File: src/rtl/cpu_control_unit.sv
// Multicycle fetch/decode/sequence control unit for the ld/sd/add/sub datapath.
// Define CU_ADDI_EN to additionally decode addi; without it opcode 0010011 halts as illegal.
module cpu_control_unit #(
  parameter int                  WORDSIZE = 64,
  parameter logic [WORDSIZE-1:0] RESET_PC = {WORDSIZE{1'b0}}
) (
  input  logic                cu_clk,
  input  logic                cu_rst_n,
  output logic                cu_im_req,
  input  logic                cu_im_ack,
  input  logic [31:0]         cu_im_data,
  output logic [WORDSIZE-1:0] cu_pc,
  output logic [4:0]          cu_rf_addr_a,
  output logic [4:0]          cu_rf_addr_b,
  output logic [4:0]          cu_rf_write_addr,
  output logic                cu_rf_write_en,
  output logic [WORDSIZE-1:0] cu_immediate,
  output logic                cu_mux_0_sel,
  output logic                cu_mux_1_sel,
  output logic                cu_mux_2_sel,
  output logic [2:0]          cu_alu_operation,
  output logic                cu_dm_write_en,
  output logic [2:0]          cu_state,
  output logic                cu_illegal
);

  localparam logic [2:0] ST_IDLE      = 3'd0;
  localparam logic [2:0] ST_FETCH     = 3'd1;
  localparam logic [2:0] ST_DECODE    = 3'd2;
  localparam logic [2:0] ST_EXECUTE   = 3'd3;
  localparam logic [2:0] ST_WRITEBACK = 3'd4;
  localparam logic [2:0] ST_HALT      = 3'd7;

  localparam logic [2:0] K_ILL  = 3'd0;
  localparam logic [2:0] K_LD   = 3'd1;
  localparam logic [2:0] K_SD   = 3'd2;
  localparam logic [2:0] K_ADD  = 3'd3;
  localparam logic [2:0] K_SUB  = 3'd4;
  localparam logic [2:0] K_ADDI = 3'd5;

  localparam logic [WORDSIZE-1:0] PC_STEP = WORDSIZE'(3'd4);

  function automatic logic [2:0] classify(input logic [31:0] ir);
    logic [2:0] k;
    k = K_ILL;
    case (ir[6:0])
      7'b0000011: k = (ir[14:12] == 3'b011) ? K_LD : K_ILL;
      7'b0100011: k = (ir[14:12] == 3'b011) ? K_SD : K_ILL;
      7'b0110011: begin
        if (ir[14:12] == 3'b000 && ir[31:25] == 7'b0000000) begin
          k = K_ADD;
        end else if (ir[14:12] == 3'b000 && ir[31:25] == 7'b0100000) begin
          k = K_SUB;
        end else begin
          k = K_ILL;
        end
      end
`ifdef CU_ADDI_EN
      7'b0010011: k = (ir[14:12] == 3'b000) ? K_ADDI : K_ILL;
`endif
      default: k = K_ILL;
    endcase
    return k;
  endfunction

  logic [2:0]          state_r, state_nxt_s;
  logic [WORDSIZE-1:0] pc_r, pc_nxt_s;
  logic [31:0]         ir_r, ir_nxt_s;
  logic                illegal_r, illegal_nxt_s;
  logic [2:0]          kind_s, kind_nxt_s;
  logic [4:0]          rd_nxt_s, rs1_nxt_s, rs2_nxt_s;
  logic [WORDSIZE-1:0] imm_i_nxt_s, imm_s_nxt_s;

  logic                req_s, req_r;
  logic [4:0]          addr_a_s, addr_a_r, addr_b_s, addr_b_r, waddr_s, waddr_r;
  logic                rf_we_s, rf_we_r, dm_we_s, dm_we_r;
  logic [WORDSIZE-1:0] imm_s, imm_r;
  logic                mux0_s, mux0_r, mux1_s, mux1_r, mux2_s, mux2_r;
  logic [2:0]          alu_s, alu_r;

  assign kind_s      = classify(ir_r);
  assign kind_nxt_s  = classify(ir_nxt_s);
  assign rd_nxt_s    = ir_nxt_s[11:7];
  assign rs1_nxt_s   = ir_nxt_s[19:15];
  assign rs2_nxt_s   = ir_nxt_s[24:20];
  assign imm_i_nxt_s = {{(WORDSIZE-12){ir_nxt_s[31]}}, ir_nxt_s[31:20]};
  assign imm_s_nxt_s = {{(WORDSIZE-12){ir_nxt_s[31]}}, ir_nxt_s[31:25], ir_nxt_s[11:7]};

  // Next-state, PC, IR and sticky illegal flag.
  always_comb begin
    state_nxt_s   = state_r;
    pc_nxt_s      = pc_r;
    ir_nxt_s      = ir_r;
    illegal_nxt_s = illegal_r;
    case (state_r)
      ST_IDLE: state_nxt_s = ST_FETCH;
      ST_FETCH: begin
        if (cu_im_ack) begin
          ir_nxt_s    = cu_im_data;
          state_nxt_s = ST_DECODE;
        end else begin
          state_nxt_s = ST_FETCH;
        end
      end
      ST_DECODE: begin
        if (kind_s == K_ILL) begin
          illegal_nxt_s = 1'b1;
          state_nxt_s   = ST_HALT;
        end else begin
          state_nxt_s   = ST_EXECUTE;
        end
      end
      ST_EXECUTE: begin
        if (kind_s == K_LD) begin
          state_nxt_s = ST_WRITEBACK;
        end else begin
          pc_nxt_s    = pc_r + PC_STEP;
          state_nxt_s = ST_FETCH;
        end
      end
      ST_WRITEBACK: begin
        pc_nxt_s    = pc_r + PC_STEP;
        state_nxt_s = ST_FETCH;
      end
      ST_HALT: state_nxt_s = ST_HALT;
      default: begin
        state_nxt_s   = ST_HALT;
        illegal_nxt_s = 1'b1;
      end
    endcase
  end

  // Datapath controls for the upcoming state, so every output leaves a flop.
  always_comb begin
    req_s    = (state_nxt_s == ST_FETCH);
    addr_a_s = 5'd0;
    addr_b_s = 5'd0;
    waddr_s  = 5'd0;
    rf_we_s  = 1'b0;
    dm_we_s  = 1'b0;
    imm_s    = {WORDSIZE{1'b0}};
    mux0_s   = 1'b0;
    mux1_s   = 1'b0;
    mux2_s   = 1'b0;
    alu_s    = 3'b000;
    case (state_nxt_s)
      ST_DECODE, ST_EXECUTE, ST_WRITEBACK: begin
        case (kind_nxt_s)
          K_LD: begin
            addr_a_s = rs1_nxt_s;
            waddr_s  = rd_nxt_s;
            mux2_s   = 1'b1;
            imm_s    = imm_i_nxt_s;
            rf_we_s  = (state_nxt_s == ST_WRITEBACK) && (rd_nxt_s != 5'd0);
          end
          K_SD: begin
            addr_a_s = rs2_nxt_s;
            addr_b_s = rs1_nxt_s;
            mux0_s   = 1'b1;
            imm_s    = imm_s_nxt_s;
            dm_we_s  = (state_nxt_s == ST_EXECUTE);
          end
          K_ADD, K_SUB: begin
            addr_a_s = rs1_nxt_s;
            addr_b_s = rs2_nxt_s;
            waddr_s  = rd_nxt_s;
            mux1_s   = 1'b1;
            alu_s    = (kind_nxt_s == K_SUB) ? 3'b001 : 3'b000;
            rf_we_s  = (state_nxt_s == ST_EXECUTE) && (rd_nxt_s != 5'd0);
          end
          K_ADDI: begin
            addr_a_s = rs1_nxt_s;
            waddr_s  = rd_nxt_s;
            imm_s    = imm_i_nxt_s;
            rf_we_s  = (state_nxt_s == ST_EXECUTE) && (rd_nxt_s != 5'd0);
          end
          default: rf_we_s = 1'b0;
        endcase
      end
      default: dm_we_s = 1'b0;
    endcase
  end

  // State and output registers.
  always_ff @(posedge cu_clk or negedge cu_rst_n) begin
    if (!cu_rst_n) begin
      state_r   <= ST_IDLE;
      pc_r      <= RESET_PC;
      ir_r      <= 32'd0;
      illegal_r <= 1'b0;
      req_r     <= 1'b0;
      addr_a_r  <= 5'd0;
      addr_b_r  <= 5'd0;
      waddr_r   <= 5'd0;
      rf_we_r   <= 1'b0;
      dm_we_r   <= 1'b0;
      imm_r     <= {WORDSIZE{1'b0}};
      mux0_r    <= 1'b0;
      mux1_r    <= 1'b0;
      mux2_r    <= 1'b0;
      alu_r     <= 3'b000;
    end else begin
      state_r   <= state_nxt_s;
      pc_r      <= pc_nxt_s;
      ir_r      <= ir_nxt_s;
      illegal_r <= illegal_nxt_s;
      req_r     <= req_s;
      addr_a_r  <= addr_a_s;
      addr_b_r  <= addr_b_s;
      waddr_r   <= waddr_s;
      rf_we_r   <= rf_we_s;
      dm_we_r   <= dm_we_s;
      imm_r     <= imm_s;
      mux0_r    <= mux0_s;
      mux1_r    <= mux1_s;
      mux2_r    <= mux2_s;
      alu_r     <= alu_s;
    end
  end

  assign cu_im_req        = req_r;
  assign cu_pc            = pc_r;
  assign cu_rf_addr_a     = addr_a_r;
  assign cu_rf_addr_b     = addr_b_r;
  assign cu_rf_write_addr = waddr_r;
  assign cu_rf_write_en   = rf_we_r;
  assign cu_immediate     = imm_r;
  assign cu_mux_0_sel     = mux0_r;
  assign cu_mux_1_sel     = mux1_r;
  assign cu_mux_2_sel     = mux2_r;
  assign cu_alu_operation = alu_r;
  assign cu_dm_write_en   = dm_we_r;
  assign cu_state         = state_r;
  assign cu_illegal       = illegal_r;

endmodule

File: config.mk
export PLATFORM = sky130hd
export DESIGN_NAME = cpu_control_unit
export DESIGN_NICKNAME = d
export VERILOG_FILES = /design/src/rtl/cpu_control_unit.sv
export SDC_FILE = /design/constraint.sdc
export NUM_CORES = 1
export LEC_CHECK = 0
export ABC_AREA = 1
export CORE_ASPECT_RATIO = 0.8
export CORE_MARGIN = 2
export CORE_UTILIZATION = 25
export CTS_BUF_LIST = sky130_fd_sc_hd__clkbuf_4 sky130_fd_sc_hd__clkbuf_8 sky130_fd_sc_hd__clkbuf_16
export DETAILED_ROUTE_END_ITERATION = 6
export HOLD_SLACK_MARGIN = 0.03
export PLACE_DENSITY = 0.45
export SLEW_MARGIN = 20
export SYNTH_ARGS = -nofsm -noshare
export SYNTH_HDL_FRONTEND = slang
export SYNTH_SLANG_ARGS = --single-unit
File: constraint.sdc
create_clock -name cu_clk -period 2.3 [get_ports cu_clk]
set_input_delay 0.69 -clock cu_clk [delete_from_list [all_inputs] [get_ports cu_clk]]
set_output_delay 0.69 -clock cu_clk [all_outputs]
set_load 0.01 [all_outputs]
# ---- Word-level counts from Yosys, hierarchy flattened
# Index checks and enable logic that the tools add are counted.
dict set report word_totals {
  regBits 188
  latch_bits 0
  ram_bits 0
  mem_bits_ro 0
  in_bits 35
  output_inout_bits 156
  elab_cells 108
  memories 0
}
dict set report op_classes {
  add_sub_neg 1
  mul 0
  n_div 0
  n_lt_le_gt_ge 0
  n_eq_ne 27
  shifts 0
  n_mux 41
  bitwise_logic 1
  n_reduce_logical 23
}
# cell count
set op_table {}
lappend op_table {{64-bit one-hot mux with 2 select lines} 2}
lappend op_table {{64-bit 2-to-1 mux} 2}
lappend op_table {{64-bit by 3-bit adder with 64-bit output (second input constant)} 1}
lappend op_table {{32-bit 2-to-1 mux} 2}
lappend op_table {{7-bit by 6-bit == test with 1-bit output (second input constant)} 6}
lappend op_table {{3-bit by 2-bit == test with 1-bit output (second input constant)} 8}
lappend op_table {{5-bit 2-to-1 mux} 4}
lappend op_table {{5-bit one-hot mux with 2 select lines} 2}
lappend op_table {{3-bit 2-to-1 mux} 6}
lappend op_table {{3-bit one-hot mux with 3 select lines} 2}
lappend op_table {{3-bit == test (second input constant)} 5}
lappend op_table {{1-bit 2-to-1 mux} 15}
lappend op_table {{7-bit by 2-bit == test with 1-bit output (second input constant)} 2}
lappend op_table {{7-bit zero test} 2}
lappend op_table {{3-bit by 1-bit == test with 1-bit output (second input constant)} 4}
lappend op_table {{3-bit zero test} 4}
lappend op_table {{3-bit one-hot mux with 4 select lines} 1}
lappend op_table {{1-bit logical AND} 6}
lappend op_table {{2-bit 2-to-1 mux} 3}
lappend op_table {{2-bit OR reduction} 3}
lappend op_table {{3-bit OR reduction} 2}
lappend op_table {{5-bit nonzero test} 1}
lappend op_table {{5-bit OR reduction} 1}
lappend op_table {{2-bit inequality test (second input constant)} 2}
lappend op_table {{5 further kinds} 7}

# ---- Logic depth before layout (Yosys ltp)
# Gate-level depths: netlist of run 1.
dict set report logic_depth {
  word_depth 12
  depth_mapped 15
  depth_no_buf 14
}

# ---- Worst setup path after synthesis of run 1
# OpenSTA, ideal clock, no wires.
dict set report synth_timing {
  path_kind {in2reg}
  from {in cu_im_ack}
  to {reg imm_r[10], in the netlist cu_immediate[10]}
  setup_time_ns 0.073
  arrival_ns 2.127
  required_ns 2.227
  slack_ns 0.100
  stages 14
  n_path_buf 2
  cell_sequence {buf_4 inv_2 nor2_4 nand2_4 nand2_1 nand2_1 nor2_2 nand2_1 nor2_2 nand2_1 nor3b_2 nand2_2 buf_6 a21oi_2}
}
dict set report synth_between {
  elab_chain_cells 11
  word_cells_on_any_way 28
  cone_classes {eq/ne: 11; mux: 11; reduce/logical: 6}
}
# element line
set synth_rtl {}
lappend synth_rtl {{start: declaration} 10} ;# input logic cu_im_ack,
lappend synth_rtl {{32-bit 2-to-1 mux} 98} ;# if (cu_im_ack) begin
lappend synth_rtl {{32-bit 2-to-1 mux} 95} ;# case (state_r)
lappend synth_rtl {{7-bit by 6-bit == test with 1-bit output / 3-bit zero test (equally long branches)} {52, 50}}
lappend synth_rtl {{1-bit logical AND} 52} ;# end else if (ir[14:12] == 3'b000 && ir[31:25] == 7'b0100000) begin
lappend synth_rtl {{3-bit 2-to-1 mux} 52}
lappend synth_rtl {{3-bit 2-to-1 mux} 50} ;# if (ir[14:12] == 3'b000 && ir[31:25] == 7'b0000000) begin
lappend synth_rtl {{3-bit one-hot mux with 3 select lines} 46} ;# case (ir[6:0])
lappend synth_rtl {{3-bit by 1-bit == test with 1-bit output / 3-bit == test (equally long branches)} 148} ;# case (kind_nxt_s)
lappend synth_rtl {{2-bit OR reduction (no line)} --}
lappend synth_rtl {{64-bit one-hot mux with 2 select lines} 148}
lappend synth_rtl {{64-bit 2-to-1 mux (*)} 146} ;# case (state_nxt_s)
lappend synth_rtl {{net imm_s[10]} 77} ;# logic [WORDSIZE-1:0] imm_s, imm_r;
lappend synth_rtl {{end signal: assignment} 197} ;# imm_r <= {WORDSIZE{1'b0}};
lappend synth_rtl {{end signal: assignment} 213} ;# imm_r <= imm_s;
lappend synth_rtl {{end: declaration} 77}
# Mark *: on every way through the listed nets, which the timed path passes. The rest lies on a longest branch.
# A chain may end at the register's enable or synchronous reset.

# ---- Final worst setup path of run 1
dict set report layout_timing {
  from {reg pc_r[19], in the netlist cu_pc[19]}
  to {out cu_pc[19]}
}
# element line
set layout_lines {}
lappend layout_lines {{start: declaration} 67} ;# logic [WORDSIZE-1:0] pc_r, pc_nxt_s;
lappend layout_lines {{start signal: assignment} 204} ;# pc_r <= pc_nxt_s;
lappend layout_lines {{end: declaration} 12} ;# output logic [WORDSIZE-1:0] cu_pc,
# No word-level cell between the ends.

==> results of run 1 <==
==> power by group <==
part | switching (mW) | internal, mW
clock network | 1.24 | 1.55
logic | 1.33 | 1.03
registers | 0.245 | 2.65
==> per-layer routing <==
| layer | track usage (%) | share of wire [%] |
|---|---|---|
| met1 | 23.8 | 51 |
| met2 | 21.9 | 41 |
| met3 | 3.87 | 6.4 |
| met4 | 3.69 | 1.0 |
| met5 | 0 | 0 |
==> flip-flops by register name, indices dropped and copies added, names as in the netlist <==
signal	cells
cu_mux_1_sel	1
cu_alu_operation	1
cu_dm_write_en	1
cu_state	3
ir_r	32
cu_pc	62
cu_im_req	1
cu_illegal	1
cu_rf_write_en	1
cu_immediate	12
cu_mux_0_sel	1
cu_mux_2_sel	1
cu_rf_write_addr	5
cu_rf_addr_a	5
cu_rf_addr_b	5
==> timing repair <==
item / 4_1_cts / 5_1_grt
setup endpoints to repair: 81 / 47
buffers inserted: 3 / 5
resized for setup: 58 / 53
cloned: 1 / 3
hold buffers: 0 / 0
pin swaps: 1 / 14
endpoints found under the hold margin: 0 / 0
==> per-stage QoR <==
step	power (mW)	util (%)	setup TNS (ps)	instances	hold WS, ps
floorplan	3.97	-	0	838	394
global placement	5.12	34.8	-19680	1411	461
detailed placement	5.09	34.8	-20190	1411	470
CTS	7.97	37.0	0	1447	176
global route	8.53	37.9	-40.3	1455	188
finish	8.05	37.9	0	1455	177
==> placed cells by master (no fill, tap or decap), drive strengths merged, types with 6 or more instances in the layout <==
cell type / instances
o21ai: 28
inv: 96
xor2: 42
nor3: 33
or2: 6
a21boi: 6
nand4: 26
buf: 99
dfrtp: 132
nand2: 229
nor2: 94
xnor2: 18
nand3: 44
dlygate4sd2: 50
clkbuf: 19
clkdlybuf4s50: 134
==> area by class of cell <==
type	instances	area, sq um
clock buffer	17	425
inverter	88	335
timing repair buffer	286	2640
fill	2854	16900
clock inverter	15	165
multi-input combinational	553	2990
tap	364	455
sequential	132	3310
==> final timing paths <==
kind | from | to | slack (ps) | depth (start not counted)
max | cu_pc[19] | cu_pc[19] | 100 | 1
min | cu_rst_n | cu_rf_write_addr[4] | 180 | 1
max reg2reg | cu_state[1] | cu_rf_addr_b[3] | 110 | 14
min reg2reg | cu_pc[63] | cu_pc[63] | 470 | 1
max in group asynchronous | cu_rst_n | cu_pc[19] | 1560 | 2
min in group cu_clk | cu_pc[63] | cu_pc[63] | 470 | 1
==> logic make-up (layout without fill, tap and decap cells) <==
| group | count (synthesis) | after routing |
|---|---|---|
| flip-flops | 132 | 132 |
| AND/OR/NAND/NOR | 447 | 448 |
| XOR/XNOR | 60 | 60 |
| other | 1 | 4 |
| buffers and inverters | 154 | 406 |
| adder cells (fa/ha/maj) | 1 | 1 |
| AO/OA/AOI/OAI | 40 | 40 |
==> summary.txt, run 1 <==
Status
  • Outcome: completed

Clock network
  • Latest clock arrival within the worst-skew pair: 430 ps
  • Clk root buf: clkbuf_16
  • Sinks on the clock net: 132
  • Count of H-tree levels built during CTS: 4
  • Deepest clock path buffer count: 2
  • Clock-pin transition on the worst setup and hold timing paths: 70 ps
  • Total clock buffers created by CTS: 17
  • CTS tree: yes

Setup path
  • Slowest stage delay, CP: 630 ps
  • CP startpoint kind: register
  • Buf/Inv on CP: 1
  • CP Data Required Time: 1610 ps
  • Crit path DAT: 1510 ps
  • Crit path max-delay cell type: clkdlybuf4s50_1
  • Critical path capture point type: output port
  • Worst Path Max Fanout: 5
  • Family with the most delay on the worst path: buffers and inverters
  • Cells along the critical path: clkdlybuf4s50_1
  • Critical Setup Path Class: register to output port

STA
  • Ratio of final minimum period to clock period: 95.5%
  • Max Slew Vio Count: 0
  • Setup repair after global routing missed its margin: true
  • Total setup violations reported at the end of the flow: 0
  • Worst setup slack after layout: 105 ps
  • Endpoints failing hold: 0
  • Min cycle time layout: 2200 ps
  • Worst-case clock skew: 18.2 ps
  • Fmax achieved: 0.456 GHz

Finish
  • Layout cells sized above 1: 19.2%
  • Area of all placed cells without fillers: 10,300 sq um
  • Net count, final: 1,114
  • Number of antenna cells inserted: 0
  • Area growth from synthesis to layout: 49.6%

Route
  • Length of the first detailed-routing pass in iterations: 5
  • Via count of the routed design: 6,229
  • Post-route DRC violation count: 0
  • Number of DRC markers in iteration 0: 400
  • Number of vias per cell after detailed routing: 4.28
  • Detailed-route wire length: 22.6 mm
  • Antenna viol nets, final: 0
  • Mean routed wirelength per cell: 15.5 um

Synthesis
  • Multiplexer area fraction after synthesis: 0%
  • Post-Syn Area per Cell: 8.26 sq um
  • Most repeated cell in the gate-level netlist after synthesis: nand2_1
  • Library cell occupying the most area in the post-synthesis netlist: dfrtp_1
  • Share of flip-flops with an asynchronous set or reset after synthesis: 100%
  • Distinct cell type count of the synthesized netlist: 39
  • Prevailing post-synth register cell: dfrtp_1
  • Combined area of all synthesized cells: 6900 sq um
  • EDFF count, synth: 0
  • Top cells by instance count after synthesis: nand2_1, dfrtp_1, nor2_1, inv_1, buf_4
  • Top post-synthesis cells by area: dfrtp_1, nand2_1, buf_4, xor2_1, nor2_1
  • Fraction of synthesized cell area taken by the top area cell type: 47.9%
  • Yosys warns: 0
  • Number of instances in the synthesized netlist: 835
  • Post-Synth XOR/XNOR Area: 7.62%
  • Flops & latches, synth: 132
  • Proportion of synthesized chip area in sequential cells: 47.9%
  • Dominant combinational cell family by area after synthesis: simple AND/OR/NAND/NOR gates
  • Post-Synth Adder-Cell Area: 0.181%
  • Compound-Gate Fraction of Synth Area: 3.76%
  • Area share of and/or/nand/nor cells after synthesis: 28.6%

Floorplan
  • Vert. Die Dim: 153 um
  • Number of placement rows: 54
  • Placeable core region: 27,200 sq um
  • I/O pin count: 191
  • Die Footprint: 28,900 sq um
  • Initial Utilization: 25.3%
  • Horizontal extent of the die: 190 um

GRT
  • Pin count of the biggest net entering global routing: 41
  • Vias in the first global route: 5,983
  • Total congestion overflow after global routing: 0
  • GRT Overall Usage: 15.6%
  • Initial antenna violation count: 0
  • First-pass GRT wire length: 35.0 mm

Placement
  • Last weighted congestion value of the routability-driven placer: 0.845
  • Worst setup slack after placement: -630 ps
  • Cell area after placement: 9470 sq um
  • IO buf count: 186
  • Detail Placement HPWL: 17.2 mm

Pwr
  • Power density over cell area: 780 nW/um^2
  • Largest voltage drop on the vdd net: 471 uV
  • Pleak: 4.98 nW

Run
  • Count of max-cap constraint violations: 0

Worst hold path
  • Min-Delay Path Class: input port to asynchronous set/reset pin
Note: power is estimated with default switching activity, not from simulation.
==> inputs of run 2 (changes only) <==
GPL_TIMING_DRIVEN = 0   (was default)
==> summary.txt, run 2 (same netlist as run 1, synthesis figures left out) <==
Route
  • Antenna viol nets, final: 0 (unchanged)
  • Mean routed wirelength per cell: 15.4 um (-0.47%)
  • Via count of the routed design: 6,114 (-1.8%)
  • Number of DRC markers in iteration 0: 370 (-7.5%)
  • Detailed-route wire length: 22.3 mm (-1.1%)
  • Length of the first detailed-routing pass in iterations: 4 (-1)
  • Post-route DRC violation count: 0 (unchanged)
  • Number of vias per cell after detailed routing: 4.23 (-1.2%)

Pwr
  • Largest voltage drop on the vdd net: 410 uV (-13%)
  • Design internal power: 4.96 mW (-5.2%)
  • Switching power share of the total: 35.5% (+0.52 points)
  • Clock share of power: 36.0% (+1.4 points)
  • Total net switching power: 2.73 mW (-3.0%)
  • Overall power after layout: 7.70 mW (-4.4%)
  • Pleak: 4.84 nW (-2.7%)
  • Power density over cell area: 748 nW/um^2 (-4.1%)
  • Fraction of power consumed by combinational cells: 26.3% (-3.1 points)
  • Sequential power share: 37.7% (+1.7 points)

Clock network
  • Post-cts hold buffer count: 0 (unchanged)
  • Deepest clock path buffer count: 2 (unchanged)
  • Latest clock arrival within the worst-skew pair: 420 ps (about the same)
  • Clock-pin transition on the worst setup and hold timing paths: 70 ps (about the same)
  • Sinks on the clock net: 132 (unchanged)
  • CTS tree: yes
  • Count of H-tree levels built during CTS: 4 (unchanged)
  • Total clock buffers created by CTS: 17 (unchanged)
  • Clk root buf: clkbuf_16

STA
  • Fmax achieved: 0.451 GHz (-1.1%)
  • Worst-case clock skew: 11.9 ps (-6.31 ps)
  • Min cycle time layout: 2220 ps (+23.7 ps)
  • Max transition margin: 60.9%
  • Worst setup slack after layout: 80.9 ps (-23.7 ps)
  • Total setup violations reported at the end of the flow: 0 (unchanged)
  • Setup repair after global routing missed its margin: true
  • Worst hold margin: 223 ps (+45.7 ps)
  • Endpoints failing hold: 0 (unchanged)
  • Total negative slack for setup checks: 0 ps (unchanged)
  • Tightest Pin Transition: 587 ps
  • Ratio of final minimum period to clock period: 96.5% (+1.0 points)
  • Max Slew Vio Count: 0 (unchanged)

Finish
  • Flip-flop and latch area: 3310 sq um (+0.19%)
  • Leading cell type in the layout, fill and taps excluded: nand2_1
  • Area taken by multi-input logic gates: 3080 sq um (+3.1%)
  • Post-layout util: 37.8% (-0.13 points)
  • Area growth from synthesis to layout: 49.1%
  • Filler cell count: 2,859 (+0.18%)
  • Net count, final: 1,105 (-0.81%)
  • Max FFs per register: 62 (unchanged)
  • Commonest non-fill, non-tap cells in the layout: nand2_1, clkdlybuf4s50_1, buf_4, dfrtp_1
  • Number of antenna cells inserted: 0 (unchanged)
  • Layout cells sized above 1: 24.5% (+5.2 points)
  • Area of all placed cells without fillers: 10,300 sq um (-0.35%)
  • Final instance count without filler cells: 1,446 (-0.62%)

GRT
  • Pin count of the biggest net entering global routing: 73 (+78%)
  • Total congestion overflow after global routing: 0 (unchanged)
  • GRT Overall Usage: 15.3% (-0.30 points)
  • Vias in the first global route: 5,761 (-3.7%)
  • First-pass GRT wire length: 34.0 mm (-2.9%)
  • Initial antenna violation count: 0 (unchanged)

Worst hold path
  • Min-Delay Path Class: input port to asynchronous set/reset pin

Floorplan
  • Initial Utilization: 25.3% (unchanged)
  • Placeable core region: 27,200 sq um (unchanged)
  • Horizontal extent of the die: 190 um (unchanged)
  • I/O pin count: 191 (unchanged)
  • Number of placement rows: 54 (unchanged)
  • Die Footprint: 28,900 sq um (unchanged)
  • Vert. Die Dim: 153 um (unchanged)

Setup path
  • Worst Path Max Fanout: 7 (+2)
  • Worst setup slack for register-to-register paths: 80 ps (-30 ps)
  • CP Data Required Time: 2640 ps (+1030 ps)
  • Capture instance of the worst register-to-register path: cu_rf_addr_b[3]
  • Reg2reg start: cu_state[2]
  • R2R depth: 11 (-3)
  • CP startpoint kind: register
  • Endpoint of the most critical setup path: cu_rf_addr_b[3]
  • Critical path capture point type: register
  • Critical Setup Path Class: register to register
  • First element of the critical path: cu_state[2]
  • Crit path DAT: 2560 ps (+1050 ps)

Placement
  • Cell area after placement: 9270 sq um (-2.1%)
  • Count of placed standard cells including taps: 1,389 (-1.6%)
  • Last weighted congestion value of the routability-driven placer: 0.819 (-3.0%)
  • IO buf count: 185 (-0.54%)
  • Worst setup slack after placement: -515 ps (+115 ps)
  • Detail Placement HPWL: 16.6 mm (-3.3%)

Status
  • Outcome: completed

Run
  • Count of max-cap constraint violations: 0 (unchanged)
## run 2: cell count changes in the layout (fill, tap and decap cells not counted), moves of 3 or more
cell | before | now
a21boi_0 | 6 | 3
buf_12 | 5 | 2
buf_4 | 89 | 127
dfrtp_1 | 128 | 123
dfrtp_2 | 4 | 9
dlygate4sd2_1 | 50 | 1
nand2_1 | 217 | 214
nand2_2 | 8 | 11
nand3_1 | 36 | 32
nand3_4 | 2 | 6
nor2_4 | 8 | 11
nor3_1 | 26 | 23
## run 2: timing repair
item                       CTS  global route
cloned                       0             1
setup buffers                2            22
pin swaps                    3            14
setup endpoints to repair   97            51
gates resized for setup     80            66
## run 2: layout make-up
cell class,instances,area share [%]
clock inverter,15,1.55
multi-input combinational,552,30.0
clock buffer,17,4.14
sequential,132,32.2
tap,364,4.43
buffer,66,4.90
inverter,88,3.37
timing repair buffer,212,19.4
## run 2: worst min path at each step
| stage | start | endpoint | slack [ps] | cells past startpoint |
|---|---|---|---|---|
| floorplan | cu_rst_n | cu_alu_operation[0] | 390 | 0 |
| global placement | cu_pc[63] | cu_pc[63] | 460 | 1 |
| detailed placement | cu_pc[63] | cu_pc[63] | 460 | 1 |
| CTS | cu_rst_n | cu_immediate[2] | 250 | 1 |
| global route | cu_rst_n | cu_immediate[2] | 260 | 1 |
| finish | cu_rst_n | cu_immediate[2] | 220 | 1 |
## run 2: critical path: stages, from the launching register on
cell     delay, ps
dfrtp_2        490
nor2_4         190
nand2_4        120
buf_6          150
o21ai_2        190
nand3_2        150
nor2_2         150
nand3_4        160
nand3_4        160
buf_4          150
nand4_1        130
o21ai_4         90
## run 2: routing by layer
layer,wire length (um),GRT usage (%),up-vias
met1,11600,23.9,2882
met4,186,3.62,0
met2,9070,20.9,167
met3,1440,3.64,10
met5,0,0,-
li1,-,-,3055
## run 2: power by group through the flow
stage               Clock, mW  Sequential [mW]  Combinational [mW]
floorplan                   0             2.90                1.07
global placement            0             2.94                1.66
detailed placement          0             2.93                1.68
CTS                      2.84             2.91                1.74
global route             2.94             2.95                2.27
finish                   2.77             2.90                2.02
==> inputs of run 3 (changes only) <==
clock period = 2.1 ns   (was 2.3 ns; I/O delays follow)
==> summary.txt, run 3 (same netlist as run 1, synthesis figures left out) <==
Route
  • Detailed-route wire length: 24.6 mm (+10%)
  • Mean routed wirelength per cell: 16.4 um (+6.0%)
  • Antenna viol nets, final: 0 (unchanged)
  • Number of DRC markers in iteration 0: 352 (-4.9%)
  • Number of vias per cell after detailed routing: 4.28 (+1.2%)
  • Via count of the routed design: 6,420 (+5.0%)
  • Length of the first detailed-routing pass in iterations: 5 (+1)
  • Post-route DRC violation count: 0 (unchanged)

Run
  • Count of max-cap constraint violations: 0 (unchanged)

Clock network
  • Sinks on the clock net: 132 (unchanged)
  • Latest clock arrival within the worst-skew pair: 440 ps (+20 ps)
  • Total clock buffers created by CTS: 17 (unchanged)
  • Deepest clock path buffer count: 2 (unchanged)
  • Clock-pin transition on the worst setup and hold timing paths: 70 ps (about the same)
  • Post-cts hold buffer count: 0 (unchanged)
  • Count of H-tree levels built during CTS: 4 (unchanged)
  • Clk root buf: clkbuf_16
  • CTS tree: yes

Placement
  • IO buf count: 185 (unchanged)
  • Count of placed standard cells including taps: 1,388 (-0.072%)
  • Last weighted congestion value of the routability-driven placer: 0.844 (+3.0%)
  • Detail Placement HPWL: 17.0 mm (+2.3%)
  • Cell area after placement: 9270 sq um (about the same)

GRT
  • GRT Overall Usage: 16.7% (+1.4 points)
  • Met3 Track Usage GR: 4.12% (+0.48 points)
  • Highest-utilization routing layer at the global route stage: met1
  • Total congestion overflow after global routing: 0 (unchanged)
  • First-pass GRT wire length: 36.9 mm (+8.5%)
  • Initial antenna violation count: 0 (unchanged)
  • M1 GR Usage: 25.5% (+1.6 points)
  • Pin count of the biggest net entering global routing: 91 (+25%)
  • GR Layer Usage met2: 23.2% (+2.3 points)
  • Vias in the first global route: 6,129 (+6.4%)

Setup path
  • Crit path DAT: 2490 ps (-70 ps)
  • CP Data Required Time: 2470 ps (-170 ps)
  • Critical path capture point type: register
  • Worst Path Max Fanout: 6 (-1)
  • CP startpoint kind: register
  • Critical Setup Path Class: register to register

STA
  • Setup repair after global routing missed its margin: true
  • Total setup violations reported at the end of the flow: 6 (+6)
  • Ratio of final minimum period to clock period: 101% (+4.3 points)
  • Max Slew Vio Count: 0 (unchanged)
  • Worst-case clock skew: 8.85 ps (-3.03 ps)
  • Total negative slack for setup checks: -39.7 ps (-39.7 ps)
  • Tightest Pin Transition: 559 ps (-28.4 ps)
  • Fmax achieved: 0.473 GHz (+4.9%)
  • Min cycle time layout: 2120 ps (-104 ps)
  • Worst setup slack after layout: -15.6 ps (-96.5 ps)
  • Max transition margin: 62.5% (+1.6 points)
  • Worst hold margin: 73.3 ps (-150 ps)
  • Endpoints failing hold: 0 (unchanged)

Finish
  • Area of all placed cells without fillers: 11,400 sq um (+11%)
  • Layout cells sized above 1: 36.0% (+11 points)
  • Area taken by multi-input logic gates: 3430 sq um (+11%)
  • Area growth from synthesis to layout: 65.5%
  • Number of antenna cells inserted: 0 (unchanged)
  • Leading cell type in the layout, fill and taps excluded: nand2_1
  • Filler cell count: 2,739 (-4.2%)
  • Commonest non-fill, non-tap cells in the layout: nand2_1, buf_4, clkdlybuf4s50_1, dfrtp_1, inv_1
  • Final instance count without filler cells: 1,501 (+3.8%)
  • Net count, final: 1,160 (+5.0%)
  • Max FFs per register: 62 (unchanged)
  • Flip-flop and latch area: 3350 sq um (+0.98%)

Pwr
  • Largest voltage drop on the vdd net: 461 uV (+12%)
  • Overall power after layout: 8.88 mW (+15%)
  • Power density over cell area: 778 nW/um^2 (+4.0%)
  • Pleak: 5.49 nW (+13%)

Floorplan
  • Number of placement rows: 54 (unchanged)
  • Placeable core region: 27,200 sq um (unchanged)
  • Vert. Die Dim: 153 um (unchanged)
  • Horizontal extent of the die: 190 um (unchanged)
  • I/O pin count: 191 (unchanged)
  • Die Footprint: 28,900 sq um (unchanged)
  • Initial Utilization: 25.3% (unchanged)

Worst hold path
  • Min-Delay Path Class: input port to asynchronous set/reset pin

Status
  • Violated checks: setup timing
  • Outcome: complete, but fails checks
## run 3: changes by cell type in the layout (fill, tap and decap cells not counted), sizes merged, moves of 2 or more
cell,change
inv,-3
dlygate4sd2,+15
buf,+55
clkdlybuf4s50,-29
clkbuf,+2
clkinv,+4
dlymetal6s2s,+10
## run 3: worst paths after layout
| path | cells after the start | end | from | slack [ps] |
|---|---|---|---|---|
| worst max-delay path | 12 | cu_rf_addr_a[2] | cu_state[2] | -20 |
| worst min-delay path | 1 | cu_rf_write_addr[4] | cu_rst_n | 70 |
| worst max register to register | 12 | cu_rf_addr_a[2] | cu_state[2] | -20 |
| worst min register to register | 1 | cu_pc[63] | cu_pc[63] | 480 |
| max in group asynchronous | 2 | cu_pc[20] | cu_rst_n | 1200 |
| min in group cu_clk | 1 | cu_pc[63] | cu_pc[63] | 480 |
## run 3: what timing repair did
action | in CTS | in global routing
cloned | 4 | 4
pin swaps | 29 | 35
hold endpoints to repair | 0 | 0
gates resized for setup | 279 | 160
setup buffers | 38 | 38
setup endpoints to repair | 147 | 114
## run 3: layer usage
metal	routed length [um]	vias to the layer above
met5	0	-
met4	238	0
met3	1440	14
met2	10500	165
met1	12300	3071
li1	-	3170
## run 3: metrics by stage
| step | util [%] | setup WS [ps] |
|---|---|---|
| global route | 41.9 | -125 |
| CTS | 38.6 | -59.2 |
| finish | 41.9 | -15.6 |
| global placement | 33.9 | -5430 |
| floorplan | - | -27.2 |
| detailed placement | 34.0 | -623 |
## run 3: area by class of cell
class,count,share of cell area [%]
timing repair buffer,268,23.7
sequential,132,29.3
clock buffer,17,3.73
multi-input combinational,553,30.0
inverter,88,3.16
clock inverter,15,1.24
buffer,64,4.82
tap,364,3.99
## run 3: critical path, stage by stage (launching register included)
cell and delay (ps):
dfrtp_2 470, nor2_4 220, nand2_4 120, o21ai_4 200
nand3_2 110, nor2_4 140, nand2_2 80, nor3b_4 230
nand2_4 160, buf_6 160, clkinv_8 50, nand2_1 40
nand2_1 60
## run 3: report_power, final
group	switching (mW)	internal [mW]
logic	1.63	1.08
registers	0.277	2.91
clock network	1.41	1.57
==> RTL edit 1 (flow settings as in run 3) <==
The option `CU_ADDI_EN` is turned on by a define.
--- a/src/rtl/cpu_control_unit.sv
+++ b/src/rtl/cpu_control_unit.sv
@@ -1,5 +1,7 @@
 // Multicycle fetch/decode/sequence control unit for the ld/sd/add/sub datapath.
 // Define CU_ADDI_EN to additionally decode addi; without it opcode 0010011 halts as illegal.
+`define CU_ADDI_EN
+
 module cpu_control_unit #(
   parameter int                  WORDSIZE = 64,
   parameter logic [WORDSIZE-1:0] RESET_PC = {WORDSIZE{1'b0}}
Behaviour: not the same (a bounded check fails within 4 cycles, from zero or initial values and one cycle with cu_rst_n low).
==> RTL edit 1 against run 3 <==
The flow still finishes with violations (setup timing). Via count shrank 2.0%. Sequential cell count is the same. Count of clock-buffer cells in the layout grew 1. Global-route usage shrank 1.5 points. Worst setup slack lost 0.025 ns. Power grew 3.8%. Maximum frequency shrank 1.2%. Highest routed layer unchanged. Area after synthesis grew 1.5%. Final cell count shrank 0.80%. Cell area shrank 3.6%. Wire length shrank 9.0%. Combinational power grew 7%.
==> RTL edit 1: results (changes against run 3) <==
Status = complete, but fails checks
Violated checks = setup timing
Worst-path clk slew = 0.06 ns
Share of cells above drive strength 1 = 32.3% (-3.7 points)
Post-synthesis sequential area ratio = 47.2% (-0.70 points)
Asr flop ratio synth = 100% (unchanged)
CTS H-tree depth = 4 (unchanged)
Hpwl dp = 16.1 mm (-5.7%)
VDD IR max = 0.000544 V (+18%)
Clk root buf = clkbuf_16
CP max FO = 8 (+2)
Ant diodes = 0 (unchanged)
Arr. time, crit path = 1.51 ns (-0.98 ns)
Initial antenna violation count = 1 (+1)
Routability cong. = 0.827 (-2.0%)
Gr usage total = 15.2% (-1.5 points)
# setup viols final = 9 (+3)
First-pass GRT wire length = 34.5 mm (-6.3%)
Pre-CTS WS = -0.425 ns (+0.198 ns)
Dpl cells = 1406 (+1.3%)
PostCTS Resize Cnt = 170 (-39%)
Grt total ovfl = 0 (unchanged)
Area contributors post-synth = dfrtp_1 47%, nand2_1 10%, buf_4 6.3%, inv_1 6.1%, xor2_1 4.9%
Main flop type after synthesis = dfrtp_1
RR Startpoint = cu_state[1]$_DFF_PN0_
DR iter-0 viols = 327 (-7.1%)
P_leak = 5.34 nW (-2.7%)
NumNets Final = 1148 (-1.0%)
Drt total wl = 22.3 mm (-9.0%)
Actual slew at the worst max-slew pin = 0.509 ns (-0.0500 ns)
Min Hold Slack = 0.103 ns (+0.0293 ns)
Cells after synthesis = 852 (+2.0%)
TNS Setup = -0.111 ns (-0.0711 ns)
Cell Area, Placed = 9380 um2 (+1.2%)
Vias per cell = 4.23 (-1.2%)
Crit Reg-Reg Endpoint = cu_immediate[7]$_DFF_PN0_
Post-synth cell types = 34 (-13%)
Postcts setup bufs = 12 (-68%)
Worst path setup slack after routing = -0.0405 ns (-0.0249 ns)
Finished Layout Cells = 1489 (-0.80%)
Largest net degree at the start of global routing = 88 (-3.3%)
Most frequent cell after synthesis = nand2_1
Commonest cells post-synth = 189 x nand2_1, 132 x dfrtp_1, 113 x inv_1, 88 x nor2_1, 59 x buf_4
Vias in the first global route = 6115 (-0.23%)
Clock Skew = 0.0160 ns (+0.00715 ns)
==> RTL edit 1: how the worst max path moves through the flow <==
stage                                     from  cells past startpoint                       endpoint
floorplan                            cu_im_ack                     13      cu_rf_addr_a[1]$_DFF_PN0_
global placement                      cu_rst_n                      1  cu_rf_write_addr[4]$_DFF_PN0_
detailed placement               cu_im_data[0]                     15      cu_immediate[3]$_DFF_PN0_
CTS                 cu_immediate[62]$_DFF_PN0_                      3               cu_immediate[31]
global route              cu_pc[3]$_DFFE_PN0P_                     13          cu_pc[61]$_DFFE_PN0P_
finish              cu_immediate[62]$_DFF_PN0_                      4               cu_immediate[25]
==> RTL edit 1: logic make-up (layout without fill, tap and decap cells) <==
logic type,count (synthesis),in the layout,share of synthesized area [%]
and+or+nand+nor,422,422,27.2
buffers and inverters,190,460,13.8
DFF,132,132,47.2
xor gates and xnor gates,61,61,7.63
AOI/OAI and AO/OA,45,45,3.99
adders and majority gates,1,1,0.179
other,1,4,0.0536
==> RTL edit 1: power by group <==
part           internal [W]  switching [W]  total, W
logic               0.00106        0.00184   0.00290
registers           0.00292       0.000245   0.00317
clock network       0.00190        0.00125   0.00315
==> RTL edit 1: layer usage <==
metal	track usage [%]	part of all wire, %	vias to the layer above
li1	-	-	3154
met1	22.5	51	2942
met2	21.3	41	182
met3	4.47	7.1	15
met4	4.29	0.94	0
met5	0	0	-
==> RTL edit 1: layout make-up <==
class                           count  area [um2]
Sequential cell                   132        3340
Timing Repair Buffer              238        2300
Multi-Input combinational cell    533        3250
Tap cell                          364         455
Buffer                             70         581
Inverter                          120         460
Fill cell                        2783       16400
Clock buffer                       18         433
Clock inverter                     14         175
==> RTL edit 1: worst max-delay path: stages (launching register included) <==
cell     delay (ns)
dfrtp_4        0.56
buf_6          0.16
buf_16         0.13
buf_4          0.12
buf_2          0.13
==> RTL edit 2 (settings of run 3) <==
Without the edit above. Make the reset (`cu_rst_n`) synchronous in one clocked block.
--- a/src/rtl/cpu_control_unit.sv
+++ b/src/rtl/cpu_control_unit.sv
@@ -182,7 +182,7 @@
   end
 
   // State and output registers.
-  always_ff @(posedge cu_clk or negedge cu_rst_n) begin
+  always_ff @(posedge cu_clk) begin
     if (!cu_rst_n) begin
       state_r   <= ST_IDLE;
       pc_r      <= RESET_PC;
Formal check against the unedited RTL: differs if cu_rst_n is asserted again (counterexample within 4 cycles, from zero or initial values and one cycle with cu_rst_n low); with cu_rst_n held inactive, the same outputs for 4 cycles.
==> RTL edit 2 against run 3 <==
Sequential share of layout area fell by 4.1 points. Worst setup slack improved by 0.046 ns. Cell area fell by 6.0%. Area after synthesis fell by 0.54%. Sequential cell count did not move. Via count rose by 12%. Highest routed layer unchanged. Wire length rose by 3.1%.
Power is not compared: it rests on default switching activity, and its combinational part moved more than twofold at a synthesized area within 25%.
==> RTL edit 2: results (changes against run 3) <==
Routability cong. = 0.920 (+9.0%)
Largest net degree at the start of global routing = 34 (-63%)
Finished Layout Cells = 1591 (+6.0%)
PostCTS Resize Cnt = 171 (-39%)
Post-Synth XOR/XNOR Area = 4.09% (-3.5 points)
CLK BUF = 19 (+2)
CP top delay family = buffers and inverters
Share of cells above drive strength 1 = 28.2% (-7.7 points)
Status = finished clean
Compound-gate portion of the synthesized area = 9.20% (+5.4 points)
First-pass GRT wire length = 38.6 mm (+4.7%)
Class of the worst hold path = reg2reg
Non-clk buf share = 24.8% (-3.7 points)
Dpl cells = 1525 (+9.9%)
Ant diodes = 1 (+1)
Rel. slew slack = 58.0% (-4.4 points)
Area contributors post-synth = dfxtp_1 39%, nand2_1 11%, nor2_1 8.5%, buf_4 6.2%, inv_1 4.5%
Drt total wl = 25.3 mm (+3.1%)
ClkCell Share = 6.23% (+1.3 points)
Crit path largest cell delay = 0.53 ns (+0.06 ns)
Mapped Avg Cell Area = 7.06 um2 (-15%)
Vias in the first global route = 6712 (+9.5%)
Clock Skew = 0.0135 ns (+0.00466 ns)
Cell Area, Placed = 9210 um2 (-0.65%)
Commonest cells post-synth = 206 x nand2_1, 156 x nor2_1, 132 x dfxtp_1, 83 x inv_1, 58 x a21oi_1
#MultiIn Comb = 674 (+22%)
-- RTL edit 2: cell count changes after synthesis, sizes merged, moves of 12 or more --
cell    change
nand4      +13
nand2      -21
nor2       +73
dfxtp     +132
clkbuf     +12
xor2       -23
dfrtp     -132
mux2i      +15
a21oi      +55
-- RTL edit 2: path summary, 6_finish.rpt --
path                          startpoint                    endpoint  slack, ns
hold / removal    cu_pc[10]$_SDFFE_PN0P_      cu_pc[10]$_SDFFE_PN0P_       0.47
setup reg to reg  cu_state[0]$_SDFF_PN0_  cu_rf_addr_b[3]$_SDFF_PN0_       0.05
hold reg to reg   cu_pc[10]$_SDFFE_PN0P_      cu_pc[10]$_SDFFE_PN0P_       0.47
setup / recovery  cu_state[0]$_SDFF_PN0_                 cu_state[0]       0.03
-- RTL edit 2: metal layers --
layer,up-vias,share of wire (%),GRT usage (%)
met5,-,0,0
met4,0,0.80,3.42
met3,17,8.1,4.42
met2,254,42,25.2
met1,3291,49,25.7
li1,3627,-,-
